--- src/rtl/lsu.sv ---
// Load/store unit: one blocking EXU transaction at a time, word-addressed
// memory port with byte strobes, extended load data back to WBU.
module lsu #(
  parameter int WIDTH = 32
) (
  input  logic             clk,
  input  logic             rst_n,
  input  logic             in_valid,
  output logic             in_ready,
  input  logic             in_we,
  input  logic [2:0]       in_mem_op,
  input  logic [WIDTH-1:0] in_addr,
  input  logic [WIDTH-1:0] in_wdata,
  output logic             out_valid,
  input  logic             out_ready,
  output logic [WIDTH-1:0] out_rdata,
  output logic             out_err,
  output logic             mem_req_valid,
  input  logic             mem_req_ready,
  output logic             mem_req_we,
  output logic [WIDTH-1:0] mem_req_addr,
  output logic [WIDTH-1:0] mem_req_wdata,
  output logic [3:0]       mem_req_wstrb,
  input  logic             mem_resp_valid,
  output logic             mem_resp_ready,
  input  logic [WIDTH-1:0] mem_resp_rdata
);

  typedef enum logic [1:0] {
    IDLE,
    REQ,
    WAIT,
    DONE
  } state_t;

  state_t     state;
  logic       we_q;
  logic [2:0] op_q;
  logic [1:0] off_q;

  logic             acc_err;
  logic [3:0]       acc_strb;
  logic [WIDTH-1:0] acc_lane;

  always_comb begin
    acc_err  = 1'b0;
    acc_strb = 4'b0000;
    acc_lane = in_wdata;
    unique case (1'b1)
      in_mem_op[1:0] == 2'b00: begin
        acc_lane = {4{in_wdata[7:0]}};
        acc_strb = 4'b0001 << in_addr[1:0];
      end
      in_mem_op[1:0] == 2'b01: begin
        acc_err  = in_addr[0];
        acc_lane = {2{in_wdata[15:0]}};
        acc_strb = 4'b0011 << in_addr[1:0];
      end
      in_mem_op[1:0] == 2'b10: begin
        acc_err  = |in_addr[1:0];
        acc_strb = 4'b1111;
      end
      default: acc_err = 1'b1;
    endcase
    if (!in_we) acc_strb = 4'b0000;
  end

  logic [WIDTH-1:0] shifted;
  logic [WIDTH-1:0] ld_data;

  always_comb begin
    shifted = mem_resp_rdata >> {off_q, 3'b000};
    ld_data = shifted;
    unique case (1'b1)
      op_q[1:0] == 2'b00:
        ld_data = op_q[2] ? {{(WIDTH-8){1'b0}}, shifted[7:0]}
                          : {{(WIDTH-8){shifted[7]}}, shifted[7:0]};
      op_q[1:0] == 2'b01:
        ld_data = op_q[2] ? {{(WIDTH-16){1'b0}}, shifted[15:0]}
                          : {{(WIDTH-16){shifted[15]}}, shifted[15:0]};
      default: ld_data = shifted;
    endcase
  end

  // Handshake outputs are registers updated on each state transition.
  always_ff @(posedge clk or negedge rst_n) begin
    if (!rst_n) begin
      state          <= IDLE;
      we_q           <= 1'b0;
      op_q           <= 3'b000;
      off_q          <= 2'b00;
      in_ready       <= 1'b1;
      out_valid      <= 1'b0;
      out_rdata      <= '0;
      out_err        <= 1'b0;
      mem_req_valid  <= 1'b0;
      mem_req_we     <= 1'b0;
      mem_req_addr   <= '0;
      mem_req_wdata  <= '0;
      mem_req_wstrb  <= 4'b0000;
      mem_resp_ready <= 1'b0;
    end else begin
      unique case (state)
        IDLE: begin
          if (in_valid) begin
            we_q     <= in_we;
            op_q     <= in_mem_op;
            off_q    <= in_addr[1:0];
            in_ready <= 1'b0;
            if (acc_err) begin
              out_err   <= 1'b1;
              out_rdata <= '0;
              out_valid <= 1'b1;
              state     <= DONE;
            end else begin
              mem_req_valid <= 1'b1;
              mem_req_we    <= in_we;
              mem_req_addr  <= {in_addr[WIDTH-1:2], 2'b00};
              mem_req_wdata <= acc_lane;
              mem_req_wstrb <= acc_strb;
              state         <= REQ;
            end
          end
        end
        REQ: begin
          if (mem_req_ready) begin
            mem_req_valid  <= 1'b0;
            mem_resp_ready <= 1'b1;
            state          <= WAIT;
          end
        end
        WAIT: begin
          if (mem_resp_valid) begin
            mem_resp_ready <= 1'b0;
            out_rdata      <= we_q ? '0 : ld_data;
            out_err        <= 1'b0;
            out_valid      <= 1'b1;
            state          <= DONE;
          end
        end
        DONE: begin
          if (out_ready) begin
            out_valid <= 1'b0;
            in_ready  <= 1'b1;
            state     <= IDLE;
          end
        end
        default: state <= IDLE;
      endcase
    end
  end

endmodule

--- config.mk ---
export PLATFORM = sky130hd
export DESIGN_NAME = lsu
export DESIGN_NICKNAME = d
export VERILOG_FILES = /design/src/rtl/lsu.sv
export SDC_FILE = /design/constraint.sdc
export NUM_CORES = 1
export LEC_CHECK = 0
export BUFFER_PORTS_ARGS = -buffer_cell sky130_fd_sc_hd__buf_2
export CAP_MARGIN = 0
export CELL_PAD_IN_SITES_DETAIL_PLACEMENT = 1
export CELL_PAD_IN_SITES_GLOBAL_PLACEMENT = 1
export CORE_MARGIN = 2
export CORE_UTILIZATION = 37
export CTS_CLUSTER_DIAMETER = 50
export DETAILED_ROUTE_END_ITERATION = 12
export PLACE_DENSITY_LB_ADDON = 0.1
export SYNTH_ARGS = -nofsm -noshare
export SYNTH_HDL_FRONTEND = slang
export SYNTH_SLANG_ARGS = --single-unit
--- constraint.sdc ---
create_clock -name clk -period 2.68 [get_ports clk]
set_clock_uncertainty 0.05 [all_clocks]
set_input_delay 0.134 -clock clk [delete_from_list [all_inputs] [get_ports clk]]
set_output_delay 0.134 -clock clk [all_outputs]
set_load 0.02 [all_outputs]
# ---- Yosys cells after proc, flatten, opt, wreduce, memory -nomap -nowiden
# Cells that the tools add are included.
# W data, S select, Z words.
dict set report classes {
  addsub 0
  mul 0
  div_mod_pow 0
  n_lt_le_gt_ge 0
  n_eq_ne 12
  shift 3
  muxes 34
  bitwise_logic 1
  n_reduce_logical 17
}
# op count
set op_table {}
lappend op_table {{$mux W32} 6}
lappend op_table {{$pmux W32 S2} 3}
lappend op_table {{$shr A32 B5 Y32} 1}
lappend op_table {{$ne A2 B2 Y1 const B} 6}
lappend op_table {{$pmux W4 S3} 1}
lappend op_table {{$reduce_and A4 Y1} 3}
lappend op_table {{$mux W1} 11}
lappend op_table {{$mux W2} 5}
lappend op_table {{$reduce_and A3 Y1} 3}
lappend op_table {{$pmux W1 S2} 4}
lappend op_table {{$pmux W2 S4} 1}
lappend op_table {{$reduce_bool A2 Y1} 4}
lappend op_table {{$eq A2 B1 Y1 const B} 3}
lappend op_table {{$eq A2 B2 Y1 const B} 3}
lappend op_table {{$logic_not A2 Y1} 3}
lappend op_table {{$pmux W1 S3} 2}
lappend op_table {{$reduce_and A5 Y1} 1}
lappend op_table {{$mux W4} 1}
lappend op_table {{$shl A1 B2 Y4 const A} 1}
lappend op_table {{$shl A2 B2 Y4 const A} 1}
lappend op_table {{$reduce_bool A3 Y1} 1}
lappend op_table {{$reduce_and A2 Y1} 1}
lappend op_table {{$reduce_or A2 Y1} 1}
lappend op_table {{$not A1 Y1} 1}
dict set report totals {
  register_bits 112
  latchBits 0
  ramBits 0
  mem_bits_ro 0
  inputBits 106
  wordCells 81
  n_memories 0
}

# ---- Longest topological paths before layout
# Gate-level depths: netlist of run 1.
dict set report depth {
  ltp_word 6
  depth_mapped 9
  ltp_nobuf 6
}

# ---- Least setup slack after synthesis of run 1
# No wires, ideal clock.
dict set report synth_timing {
  path_type {register -> register}
  from {register state[0]}
  to {register out_rdata[16]}
  setup_time_ps 126
  t_arrival_ps 2061
  required_time_ps 2504
  slack_ps 443
  stages_incl_launch_ff 10
  n_path_buf 3
  path_cell_list {dfrtp_1 -> inv_1 -> ha_1 -> buf_6 -> nor2b_4 -> a221o_2 -> nand2b_4 -> buf_6 -> buf_6 -> a221o_1}
}
dict set report synth_between {
  elab_chain_cells 3
}
# item line
set synth_rtl {}
lappend synth_rtl {{start, declared} 36} ;# state_t state;
lappend synth_rtl {{start signal, assigned} 88} ;# state <= IDLE;
lappend synth_rtl {{start signal, assigned} 114} ;# state <= DONE;
lappend synth_rtl {{start signal, assigned} 121} ;# state <= REQ;
lappend synth_rtl {{$eq A2 B2 Y1 or $logic_not A2 Y1 (tied branches)} 103} ;# unique case (state)
lappend synth_rtl {{$ne A2 B2 Y1 (no source line) or $reduce_bool A2 Y1 (tied branches)} n/a}
lappend synth_rtl {{$reduce_and A4 Y1 (no source line)} n/a}
lappend synth_rtl {{end signal, assigned} 135} ;# out_rdata <= we_q ? '0 : ld_data;
lappend synth_rtl {{end, declared} 16} ;# output logic [WIDTH-1:0] out_rdata,
# Several ways; a longest one is shown, not always the timed one.
# A chain may end at the register's enable or synchronous reset.

# ---- Worst setup path after layout of run 1
dict set report layout_timing {
  from {register state[1]}
  to {register out_rdata[16]}
}
# The elaborated chain is that of the path after synthesis.

==> out/summary.txt, run 1 <==
M3 GR Usage - 7.00%
layout cells sized above 1 - 43.4%
WL per Instance - 18.0 um
Layout area overhead - 35.5%
Starting Density - 38.3%
Synth Area in XOR/XNOR - 0%
sequential cell area - 0.00280 mm2
Static Leak - 3.64 nW
most frequent cell after synthesis - dfrtp_1
Worst Hold Depth - 2
max incr delay on CP - 490 ps
GRT Util Overall - 20.9%
Pins Over Slew Limit - 0
Startpoint Class - register
Synth warnings - 0
Clock transition at path regs - 70 ps
met1 Usage GRT - 25.5%
core area - 0.0140 mm2
Clock Tree Buf Depth - 2
CTS Buf Count - 9
Cell Chain, Critical Path - inv_1, ha_1, nand2_4, a221o_2, nand2b_4, a221o_1
crit path time final - 2530 ps
Finished Cell Area - 0.00726 mm2
first-pass GRT wire length - 26.3 mm
number of synthesized flops with an enable pin - 0
Die Wd - 124 um
Pre-antenna DRT Iters - 4
GR Util met2 - 34.8%
global route overflow - 0
Syn Area/Cell - 11.7 um2
Clock Tree Root - clkbuf_16
vias in the first global route - 4966
antenna cell count - 0
Nets - 799
run status - completed
Compound-Gate Fraction of Synth Area - 14.0%
hold_sp - mem_resp_rdata[24]
vias - 4423
largest cells by area after synthesis - dfrtp_1 (52%), mux2_2 (11%), mux2i_1 (8.0%), o21ai_0 (4.0%), a221o_1 (3.0%)
Mapped Area - 0.00536 mm2
TNS Setup - 0 ps
largest net degree at the start of global routing - 113
Synth Flop Type - dfrtp_1
Post-Route WL - 15.7 mm
RSZ-0062 raised after global routing - no
commonest cells in the netlist - dfrtp_1 (111), mux2_2 (53), mux2i_1 (43), o21ai_0 (43), nand2_1 (35)
Max Freq - 396 MHz
CP startpoint - state[1]
GPL Wtd Cong - 0.765
antenna violations before repair - 1
final hold violations - 0
hold slack - 6.09 ps
Port Buffers - 209
Worst Tran Pin Value - 910 ps
Yosys top cell by area - dfrtp_1
worst relative slew slack - 39.2%
CP max stage cell - a221o_2
Hold WC Path Type - in -> reg
CP endpoint kind - register
Net Sw Frac - 41.5%
Ports - 212
die span in y - 124 um
Comb power frac - 46.7%
largest family of logic cells by synthesized area - multiplexers
fillcell total - 1567
average vias per placed instance - 5.07
H-tree levels - 3
die area - 0.0155 mm2
Seq pwr share - 35.2%
post-synthesis mux area share - 19.6%
cts repair resizes - 0
Crit Reg-Reg Startpoint - state[1]
Max-Cap Viols - 0
Gate Count Post-Synth - 458
async set or reset register ratio after synthesis - 100%
Std-Cell Rows - 43
placed cell areas - 0.00658 mm2
post-route DRC violation count - 0
TritonCTS clock tree - built
Starting DRT DRC Count - 255
Worst-Skew Late Latency - 350 ps
Synth top area share - 51.9%
clock power share - 18.2%
Max rail drop VDD - 0.459 mV
post-DP HPWL - 11.2 mm
Synth Area in Adders - 1.17%
antenna-violating nets left - 0
final worst-path cycle share - 94.3%
critical path data arrival time - 2710 ps
setup violators final - 0
area of the multi-input gates - 0.00235 mm2
NetSw - 3.41 mW
global route hottest layer - met2
critical path type - reg -> reg
Seq/Total Area, Yosys - 52.3%
Simple-Gate Fraction of Synth Area - 8.81%
clock sinks - 112
peak fanout along the critical path - 33
power density over cell area - 1130 mW/mm2
post-synth cell types - 45
worst r2r path cells - 6
Yosys reg bits - 112
Req. time, crit path - 2860 ps
P_int - 4.80 mW
-- cells in the final DEF, fill, tap and decap left out, drive strengths merged, types with 2 or more instances in the layout --
master / n
nand2: 36
o21ai: 43
mux2: 53
bufinv: 2
nor2: 25
buf: 219
nand3b: 8
dfrtp: 111
dlygate4sd3: 35
nor4: 2
mux2i: 43
ha: 5
clkinvlp: 2
a221oi: 2
clkbuf: 9
inv: 8
nor2b: 3
nand2b: 4
a21oi: 26
or2: 3
o2bb2ai: 15
a221o: 17
nor3: 4
a22o: 2
conb: 2
-- registers in the layout (all words and copies together), names as in the netlist --
register / count
in_ready: 1
mem_req_addr: 30
mem_req_valid: 1
mem_req_wdata: 32
mem_req_we: 1
mem_req_wstrb: 4
mem_resp_ready: 1
off_q: 2
op_q: 3
out_err: 1
out_rdata: 32
out_valid: 1
state: 2
we_q: 1
-- metal layers --
layer / vias to the layer above / routed length [um]
li1: 2105 / -
met1: 2161 / 6670
met2: 136 / 7600
met3: 19 / 1220
met4: 2 / 248
met5: - / 16
-- timing repair --
item / 4_1_cts / 5_1_grt
setup buffers: 0 / 0
hold buffers: 35 / 0
endpoints found under the hold margin: 145 / 0
-- power by group through the flow --
stage / Combinational [mW] / Clock, mW / Sequential [mW]
5_1_grt: 4.16 / 1.60 / 3.00
6_report: 3.83 / 1.49 / 2.89
4_1_cts: 3.87 / 1.53 / 2.89
3_5_place_dp: 3.81 / 0 / 2.91
3_3_place_gp: 3.73 / 0 / 2.87
2_1_floorplan: 1.77 / 0 / 3.69
-- worst max-delay path: cells and delay by family, from the launching register on --
family | cells | cell delay (ps)
and+or+nand+nor | 2 | 500
DFF | 1 | 410
AOI/OAI and AO/OA | 2 | 920
buffers and inverters | 1 | 140
adders and majority gates | 1 | 370
-- cell families after synthesis --
group	count (synthesis)
other	1
DFF	112
muxes	97
and+or+nand+nor	89
AOI/OAI and AO/OA	112
adders and majority gates	5
buffers and inverters	42
-- metrics by stage --
stage | instances | worst slack, ps | power, mW | utilization [%]
detailed placement | 822 | 182 | 6.72 | 47.0
finish | 873 | 154 | 8.21 | 51.9
floorplan | 459 | 443 | 5.46 | -
global route | 873 | 6.82 | 8.76 | 51.9
CTS | 873 | 128 | 8.29 | 51.9
global placement | 822 | 264 | 6.60 | 47.0
-- worst paths after layout --
check / end / slack [ps]
hold / removal: out_rdata[24] / 6
setup / recovery: out_rdata[16] / 150
max in group asynchronous: mem_req_wdata[14] / 1770
hold reg to reg: mem_req_wdata[20] / 430
min in group asynchronous: state[1] / 360
setup reg to reg: out_rdata[16] / 150
-- final cells by class --
cell class | count | share of cell area, %
Clock inverter | 7 | 1.43
Clock buffer | 9 | 3.10
Timing Repair Buffer | 254 | 21.0
Inverter | 6 | 0.310
Multi-Input combinational cell | 305 | 32.4
Tap cell | 180 | 3.10
Sequential cell | 112 | 38.6
No activity file was read; power rests on OpenSTA's default activity.
==> inputs of run 2 (changes only) <==
Settings changed: ABC_AREA set to 1, CORE_UTILIZATION 37 to 34.
==> run 2 against run 1 <==
Effect of this change:
- maximum frequency is 19% higher
- critical path depth up 3
- via count grew 27%
- synthesized cell count increased by 69%
- combinational power increased by 14%
- clock power fell by 7%
- area after synthesis up 5.4%
- register-to-register slack better by 400 ps
- utilization decreased by 6.0 points
- flip-flop and latch count unchanged
==> out/summary.txt, run 2 <==
Yosys reg bits - 112 (unchanged)
Synth Area in XOR/XNOR - 0% (unchanged)
area of the multi-input gates - 0.00246 mm2 (was 0.00235 mm2)
Seq/Total Area, Yosys - 49.7% (was 52.3%)
critical path buffer and inverter count - 2 (was 1)
TritonCTS clock tree - built (unchanged)
placed cell areas - 0.00688 mm2 (was 0.00658 mm2)
worst setup path end - out_rdata[9] (was out_rdata[16])
post-route DRC violation count - 0 (unchanged)
die span in y - 133 um (was 124 um)
worst relative slew slack - 56.4% (was 39.2%)
Clock Tree Buf Depth - 2 (unchanged)
Std-Cell Rows - 47 (was 43)
global route overflow - 0 (unchanged)
Ports - 212 (unchanged)
post-CTS setup repair buffer count - 0 (unchanged)
fillcell total - 2151 (was 1567)
Synth Area in Adders - 1.11% (was 1.17%)
hold slack - 17.6 ps (was 6.09 ps)
setup violators final - 0 (unchanged)
Hold WC Path Type - in -> reg (unchanged)
Port Buffers - 209 (unchanged)
peak fanout along the critical path - 36 (was 33)
Simple-Gate Fraction of Synth Area - 34.9% (was 8.81%)
Yosys top cell by area - dfrtp_1 (unchanged)
largest cells by area after synthesis - dfrtp_1 (49%), nand2_1 (26%), o21ai_0 (4.9%), nand3_1 (3.3%), nor2_1 (3.0%) (was dfrtp_1 (52%), mux2_2 (11%), mux2i_1 (8.0%), o21ai_0 (4.0%), a221o_1 (3.0%))
Cell Chain, Critical Path - inv_1, ha_1, inv_1, nand2_1, and3_1, nand2_4, nor2_4, nand2_1, nand2_1 (was inv_1, ha_1, nand2_4, a221o_2, nand2b_4, a221o_1)
Mapped Area - 0.00565 mm2 (was 0.00536 mm2)
Die Wd - 133 um (was 124 um)
RSZ-0062 raised after global routing - no (unchanged)
async set or reset register ratio after synthesis - 100% (unchanged)
sequential cell area - 0.00280 mm2 (unchanged)
R2R setup slack - 550 ps (was 150 ps)
Post-Route WL - 17.8 mm (was 15.7 mm)
Crit Reg-Reg Startpoint - state[0] (was state[1])
CP endpoint kind - register (unchanged)
clock sinks - 112 (unchanged)
commonest cells in the netlist - nand2_1 (398), dfrtp_1 (111), o21ai_0 (55), nor2_1 (45), inv_1 (40) (was dfrtp_1 (111), mux2_2 (53), mux2i_1 (43), o21ai_0 (43), nand2_1 (35))
number of synthesized flops with an enable pin - 0 (unchanged)
most used cell, CP - nand2_1
vias in the first global route - 5726 (was 4966)
final worst-path cycle share - 79.3% (was 94.3%)
first-pass GRT wire length - 29.4 mm (was 26.3 mm)
TNS Setup - 0 ps (unchanged)
Synth warnings - 0 (unchanged)
CTS Buf Count - 9 (unchanged)
run status - completed (unchanged)
Pins Over Slew Limit - 0 (unchanged)
worst r2r path cells - 9 (was 6)
critical path type - reg -> reg (unchanged)
antenna cell count - 0 (unchanged)
most frequent cell after synthesis - nand2_1 (was dfrtp_1)
post-synthesis mux area share - 0% (was 19.6%)
Startpoint Class - register (unchanged)
Reg2Reg Capture Point - out_rdata[9] (was out_rdata[16])
Crit. path cell count - 9 (was 6)
Max-Cap Viols - 0 (unchanged)
vias - 5628 (was 4423)
top flop regs - mem_req_wdata x32, out_rdata x32, mem_req_addr x30 (unchanged)
commonest cells after routing, fill and taps aside - nand2_1 (398), buf_2 (208), dfrtp_1 (111) (was buf_2 (208), dfrtp_1 (111), mux2_2 (53))
Compound-Gate Fraction of Synth Area - 7.33% (was 14.0%)
CP max stage cell - dfrtp_1 (was a221o_2)
Clock Tree Root - clkbuf_16 (unchanged)
crit path time final - 2130 ps (was 2530 ps)
core area - 0.0164 mm2 (was 0.0140 mm2)
Worst-Skew Late Latency - 350 ps (about the same)
largest net degree at the start of global routing - 49 (was 113)
Starting Density - 34.4% (was 38.3%)
Nets - 1115 (was 799)
final core utilization - 45.9% (was 51.9%)
CP startpoint - state[0] (was state[1])
cts repair resizes - 0 (unchanged)
die area - 0.0177 mm2 (was 0.0155 mm2)
Pre-antenna DRT Iters - 4 (unchanged)
GRT Util Overall - 20.7% (was 20.9%)
antenna-violating nets left - 0 (unchanged)
max incr delay on CP - 410 ps (was 490 ps)
H-tree levels - 3 (unchanged)
Top Family by Delay on Critical Path - simple AND/OR/NAND/NOR gates (was compound AO/OA/AOI/OAI gates)
Max rail drop VDD - 0.458 mV (was 0.459 mV)
Starting DRT DRC Count - 152 (was 255)
WL per Instance - 14.5 um (was 18.0 um)
largest family of logic cells by synthesized area - simple AND/OR/NAND/NOR gates (was multiplexers)
Finished Cell Area - 0.00753 mm2 (was 0.00726 mm2)
average vias per placed instance - 4.58 (was 5.07)
Req. time, crit path - 2920 ps (was 2860 ps)
GPL Wtd Cong - 0.789 (was 0.765)
Worst Tran Pin Value - 654 ps (was 910 ps)
Gate Count Post-Synth - 772 (was 458)
critical path data arrival time - 2370 ps (was 2710 ps)
Clock transition at path regs - 80 ps (was 70 ps)
antenna violations before repair - 0 (was 1)
power density over cell area - 1140 mW/mm2 (was 1130 mW/mm2)
leading cell type in the layout, fill and taps excluded - nand2_1 (was buf_2)
post-synth cell types - 29 (was 45)
Synth top area share - 49.2% (was 51.9%)
hold_buf cts - 35 (unchanged)
Syn Area/Cell - 7.31 um2 (was 11.7 um2)
Layout area overhead - 33.4% (was 35.5%)
layout cells sized above 1 - 25.5% (was 43.4%)
Static Leak - 4.35 nW (was 3.64 nW)
Max Freq - 470 MHz (was 396 MHz)
final hold violations - 0 (unchanged)
post-DP HPWL - 13.0 mm (was 11.2 mm)
Synth Flop Type - dfrtp_1 (unchanged)
run 2: worst min-delay path, stage by stage:
cell and delay (ps):
buf_2 130, nand2_1 60, o21ai_0 60
run 2: area by class of cell:
| cell class | count | area share [%] |
|---|---|---|
| multi-input cells | 577 | 32.6 |
| inverters | 45 | 2.28 |
| clock buffers | 9 | 2.99 |
| clock inverters | 7 | 1.01 |
| flip-flops and latches | 112 | 37.2 |
| well taps | 220 | 3.65 |
| repair buffers | 259 | 20.2 |
run 2: worst min path at each step:
stage / startpoint / cells after the start / end
final: in_addr[0] / 3 / off_q[0]
after global routing: in_wdata[5] / 3 / mem_req_wdata[5]
after global placement: rst_n / 1 / out_valid
after detailed placement: rst_n / 1 / out_valid
after floorplan: rst_n / 0 / mem_req_addr[10]
after CTS: in_addr[0] / 3 / off_q[0]
run 2: per-stage QoR:
| stage | instances | setup slack [ps] | power (mW) |
|---|---|---|---|
| CTS | 1229 | 518 | 8.74 |
| detailed placement | 1178 | 538 | 7.29 |
| finish | 1229 | 555 | 8.62 |
| global placement | 1178 | 648 | 7.23 |
| floorplan | 773 | 979 | 5.81 |
| global route | 1229 | 350 | 9.39 |
run 2: where the power goes:
part	internal, mW	total (mW)	switching, mW
Combinational	1.39	4.37	2.98
Sequential	2.46	2.87	0.419
Clock	0.661	1.38	0.715
run 2: logic make-up after synthesis:
kind of cell,after synthesis
DFF,112
other,1
adders and majority gates,5
buffers and inverters,84
AOI/OAI and AO/OA,78
and+or+nand+nor,492
run 2: routing by layer:
metal / track usage (%) / routed length [um] / vias to the layer above
li1: - / - / 2843
met2: 33.9 / 8140 / 164
met5: 0 / 0 / -
met4: 5.91 / 276 / 0
met1: 26.5 / 7990 / 2601
met3: 6.48 / 1390 / 20
